### src/rtl/signed_sub_16b.sv
// Registered two's-complement subtractor (a - b) with overflow, zero, negative,
// unsigned-borrow flags and a sticky overflow status bit.
module signed_sub_16b #(
  parameter int unsigned WIDTH = 16
) (
  input  logic             clk,
  input  logic             rst_n,
  input  logic             in_valid,
  input  logic [WIDTH-1:0] a,
  input  logic [WIDTH-1:0] b,
  input  logic             sticky_clr,
  output logic             out_valid,
  output logic [WIDTH-1:0] result,
  output logic             overflow,
  output logic             zero,
  output logic             negative,
  output logic             borrow,
  output logic             sticky_ovf
);

  localparam int unsigned Msb = WIDTH - 1;

  logic [WIDTH-1:0] nb;
  logic [WIDTH-1:0] diff;
  logic             ovf_d;
  logic             zero_d;
  logic             neg_d;
  logic             borrow_d;
  logic             sticky_d;

  logic             valid_q;
  logic [WIDTH-1:0] result_q;
  logic             ovf_q;
  logic             zero_q;
  logic             neg_q;
  logic             borrow_q;
  logic             sticky_q;

  // Overflow is judged against the negated subtrahend, so b = MIN yields
  // overflow = a[MSB] rather than the mathematically exact answer.
  always_comb begin
    nb       = ~b + {{(WIDTH-1){1'b0}}, 1'b1};
    diff     = a + nb;
    ovf_d    = (a[Msb] == nb[Msb]) && (diff[Msb] != a[Msb]);
    zero_d   = (diff == '0);
    neg_d    = diff[Msb];
    borrow_d = (a < b);
  end

  // Set has priority over a same-cycle clear.
  always_comb begin
    sticky_d = sticky_q;
    if (in_valid && ovf_d) begin
      sticky_d = 1'b1;
    end else if (sticky_clr) begin
      sticky_d = 1'b0;
    end
  end

  always_ff @(posedge clk or negedge rst_n) begin
    if (!rst_n) begin
      valid_q  <= 1'b0;
      result_q <= '0;
      ovf_q    <= 1'b0;
      zero_q   <= 1'b0;
      neg_q    <= 1'b0;
      borrow_q <= 1'b0;
      sticky_q <= 1'b0;
    end else begin
      valid_q  <= in_valid;
      sticky_q <= sticky_d;
      if (in_valid) begin
        result_q <= diff;
        ovf_q    <= ovf_d;
        zero_q   <= zero_d;
        neg_q    <= neg_d;
        borrow_q <= borrow_d;
      end
    end
  end

  assign out_valid  = valid_q;
  assign result     = result_q;
  assign overflow   = ovf_q;
  assign zero       = zero_q;
  assign negative   = neg_q;
  assign borrow     = borrow_q;
  assign sticky_ovf = sticky_q;

endmodule

### config.mk
export PLATFORM = sky130hd
export DESIGN_NAME = signed_sub_16b
export DESIGN_NICKNAME = d
export VERILOG_FILES = /design/src/rtl/signed_sub_16b.sv
export SDC_FILE = /design/constraint.sdc
export NUM_CORES = 1
export LEC_CHECK = 0
export BUFFER_PORTS_ARGS = -buffer_cell sky130_fd_sc_hd__buf_4
export CORE_ASPECT_RATIO = 1.5
export CORE_MARGIN = 2
export CORE_UTILIZATION = 28
export DETAILED_ROUTE_END_ITERATION = 8
export GPL_TIMING_DRIVEN = 0
export PLACE_DENSITY = 0.59
export RECOVER_POWER = 100
export SLEW_MARGIN = 30
export SYNTH_ARGS = -nofsm -noshare
export SYNTH_HDL_FRONTEND = slang
export SYNTH_SLANG_ARGS = --single-unit
### constraint.sdc
create_clock -name clk -period 1.3 [get_ports clk]
set_input_delay 0.065 -clock clk [delete_from_list [all_inputs] [get_ports clk]]
set_output_delay 0.065 -clock clk [all_outputs]
set_load 0.01 [all_outputs]
Word level (Yosys, flattened, before mapping)
Index checks and enable logic that the tools add are counted.

storage, ports and cells
  bits in registers = 22
  bits of input ports = 36

cells by class
  $add $sub $neg = 2
  order comparisons = 1
  eq/ne operators = 2
  muxes and demuxes = 2
  bitwise logic cells = 1
  reductions and logical operators = 4

operators by type and width
  operator                 count
  $add A16 B1 Y16 const B  1
  $add A16 B16 Y16         1
  $logic_not A16 Y1        1
  $lt A16 B16 Y1           1
  $not A16 Y16             1
  $logic_and A1 B1 Y1      2
  $mux W1                  2
  $reduce_bool A2 Y1       1
  $eq A1 B1 Y1             1
  $ne A1 B1 Y1             1

Longest topological paths before layout
  depth after elaboration = 7
  depth in mapped cells = 14
  gate-level depth less buffers = 14

Least setup slack after synthesis
No wires, ideal clock.

  path kind = input -> register
  from = input b[3]
  to = register zero_q (netlist: zero)
  library setup time = 0.080 ns
  arrival = 3.383 ns
  path slack = -2.163 ns
  cell stages on the path = 13
  cells stage by stage = nor4_1 -> nand2_1 -> or4_1 -> xnor2_1 -> ha_1 -> and3_4 -> and2_4 -> and3_1 -> a2111o_1 -> a21oi_2 -> xor2_1 -> or4b_1 -> o22ai_2

on the way
  cells in the longest elaborated chain, start to end = 4

RTL lines
  what                  RTL line  text
  start, declared       10        input logic [WIDTH-1:0] b,
  $not A16 Y16          42        nb = ~b + {{(WIDTH-1){1'b0}}, 1'b1};
  $add A16 B1 Y16       42
  $add A16 B16 Y16      43        diff = a + nb;
  $logic_not A16 Y1     45        zero_d = (diff == '0);
  end signal, assigned  75        zero_q <= zero_d;
  end, declared         34        logic zero_q;

No other way between the ends.
A chain may end at the register's enable or synchronous reset.

Final worst setup path
  from = input b[4]
  to = register zero_q (netlist: zero)

The elaborated chain is that of the path after synthesis.

==> impl_metrics.yaml <==
run_status:
  outcome: "complete, but fails checks"
  violations: "negative setup slack"
power_and_ir_drop:
  powerDensity_nw_per_um2: 883
  finalPower_mw: 3.06
  leakagePower_nw: 1.57
  ir_worst_vdd_uv: 527
timing:
  layout_worst_path_cycle_share_pct: 235
  rsz0062_at_grt: "true"
  fin_ws_ns: -1.76
  timing.slew.headroom_pct: 49.9
  slew_violations: 0
  skew_ns: 0
  tightest_slew_ns: 0.751
  fmax_ghz: 0.327
  post-route-min-period_ns: 3.06
  final-setup-viol-count: 17
  final_hold_viol_count: 0
  tns_ns: -16.63
finish:
  fin_nets: 406
  nFillCells: 773
  area_growth_pct: 57.5
  fin_cells: 435
  design_area_um2: 3470
  multi_input_area_um2: 1950
  layout_common_cells: "50 x buf_4, 31 x ha_1, 26 x inv_1"
  layout_commonest_cell: "buf_4"
  drive_gt1_share_pct: 41.4
  diodes: 0
  regArea_um2: 526
  final_core_util_pct: 45.5
critical_path:
  worstPathRequired_ns: 1.48
  startpoint_type: "input pin"
  crit_fanout: 3
  cp-end-kind: "flip-flop"
  crit_arrival_ns: 3.24
  critical_path_class: "in -> reg"
synth:
  synth_nets: 314
  synth_cell_types: 43
  ys_seq_area_share_pct: 23.9
  synthesis.yosys.warnings: 0
  avgSynthCellArea_um2: 9.09
  synth_seq_cells: 21
  netlist_instances: 242
  syn_area_um2: 2200
detailed_routing:
  wire_per_inst_um: 14.1
  drt_wl_total_mm: 6.14
  drc_errors: 0
  vias_per_cell: 4.87
  first_iter_violations: 50
  num_vias: 2117
  postRouteAntennaNets: 0
  first_pass_iters: 4
global_route:
  grt_pass1_wl_mm: 10.2
  track_usage_pct: 14.5
  grt_max_degree: 22
  antenna_found_initial: 0
  grt_overflow: 0
  grt_pass1_vias: 2238
clock_network:
  root_buffer: "clkbuf_16"
  clk_pin_slew_worst_paths_ns: 0.06
  clk-insertion-delay-late_ns: 0.25
  cts_made_buffers: 3
  cts_buffer_depth: 2
  cts.htree.levels: 1
  cts_tree: "built"
  cts.sinks: 21
die:
  dieArea_um2: 8600
  fp.coreArea_um2: 7610
  rows: 39
  die_w_um: 76.4
  die_h_um: 113
  start_util_pct: 28.9
  io-pin-count: 58
hold_path:
  holdCritPathClass: "in -> reg"
placed_design:
  placed_cells: 401
  dpl.hpwl_mm: 4.85
  post_dp_cell_area_um2: 2870
  place_congestion: 0.769
  port_buffers: 57
flow_run:
  cap_violations: 0
cell type report:
cell class	instances	share of cell area, %
plain buffers	5	0.866
clock buffers	3	2.17
clock inverters	1	0.144
inverters	28	3.47
multi-input cells	188	56.2
flip-flops and latches	21	15.2
well taps	102	3.68
repair buffers	87	18.3
state kept, by name, summed over array words and instances, names as in the netlist:
| register | flops |
|---|---|
| zero | 1 |
| sticky_ovf | 1 |
| overflow | 1 |
| borrow | 1 |
| out_valid | 1 |
| result | 16 |
worst max-delay path, cell delays in order:
cell and delay (ns):
buf_8 0.10, nor4_4 0.29, nand2_2 0.09, or4_4 0.43
xnor2_2 0.15, ha_1 0.30, and3_4 0.18, and2_4 0.16
and3_4 0.16, a2111o_1 0.35, a21oi_2 0.18, xor2_1 0.20
or4b_4 0.48, o22ai_2 0.09
stage by stage:
| stage | hold slack [ns] | setup slack [ns] |
|---|---|---|
| 4_1_cts | 0.212 | -1.75 |
| 6_report | 0.214 | -1.76 |
| 2_1_floorplan | -0.231 | -1.98 |
| 5_1_grt | 0.246 | -1.92 |
| 3_5_place_dp | -0.0372 | -2.42 |
| 3_3_place_gp | -0.0366 | -2.43 |
repair_timing:
item / CTS / global route
gates resized for setup: 42 / 30
buffers inserted: 23 / 11
hold buffers: 3 / 0
endpoints found under the setup margin: 17 / 17
endpoints found under the hold margin: 23 / 0
pin swaps: 21 / 16
power breakdown:
| part | switching (mW) | internal (mW) |
|---|---|---|
| clock network | 0.236 | 0.413 |
| registers | 0.0819 | 0.797 |
| logic | 0.756 | 0.777 |
logic make-up (layout without fill, tap and decap cells):
family | count (synthesis) | in the layout | share of synthesized area (%)
buffers and inverters | 33 | 124 | 5.80
XOR/XNOR | 27 | 27 | 10.7
adder cells (fa/ha/maj) | 36 | 36 | 20.8
multiplexers | 14 | 14 | 6.94
flip-flops | 21 | 21 | 23.9
AND/OR/NAND/NOR | 56 | 56 | 14.6
AO/OA/AOI/OAI | 55 | 55 | 17.2
cell usage after synthesis, drive strengths merged:
| cell | count | area (um2) |
|---|---|---|
| ha | 35 | 438 |
| inv | 28 | 105 |
| dfrtp | 21 | 526 |
| xnor2 | 21 | 184 |
| a21oi | 17 | 88.8 |
| mux2 | 10 | 113 |
| nor2 | 9 | 33.8 |
| nor3 | 9 | 45.0 |
| o21ai | 9 | 45.0 |
| o21a | 7 | 52.6 |
| a21o | 6 | 45.0 |
| and3 | 6 | 47.5 |
| nand2 | 6 | 22.5 |
| xor2 | 6 | 52.6 |
| nor2b | 5 | 31.3 |
| nor4 | 5 | 31.3 |
| clkbuf | 4 | 15.0 |
| mux2i | 4 | 40.0 |
| or4 | 4 | 30.0 |
| a221oi | 3 | 32.5 |
| nand3 | 3 | 15.0 |
| a21boi | 2 | 15.0 |
| a31oi | 2 | 12.5 |
| nand2b | 2 | 12.5 |
| nand4 | 2 | 12.5 |
| o2111ai | 2 | 17.5 |
| o22ai | 2 | 18.8 |
| or3 | 2 | 12.5 |
| a2111o | 1 | 11.3 |
| a311o | 1 | 10.0 |
| a31o | 1 | 8.76 |
| and2 | 1 | 8.76 |
| buf | 1 | 7.51 |
| fa | 1 | 20.0 |
| nand4b | 1 | 8.76 |
| o2bb2ai | 1 | 8.76 |
| o31ai | 1 | 12.5 |
| or4b | 1 | 10.0 |
path summary, 6_finish.rpt:
check                           start    endpoint  slack (ns)  depth (start not counted)
min in group asynchronous       rst_n  result[10]        0.32                          2
max reg2reg                 result[8]   result[8]        0.52                          1
max                              b[4]        zero       -1.76                         14
min                              b[0]   result[0]        0.21                          3
min reg2reg                result[11]  result[11]        0.51                          1
max in group asynchronous       rst_n   result[3]        0.64                          2
layer usage:
metal	up-vias	GRT usage, %	wire (um)
met5	-	0	0
met4	0	4.73	98
met3	8	2.49	180
met2	41	30.3	3630
met1	1020	13.9	2230
li1	1048	-	-
Note: power is estimated with default switching activity, not from simulation.
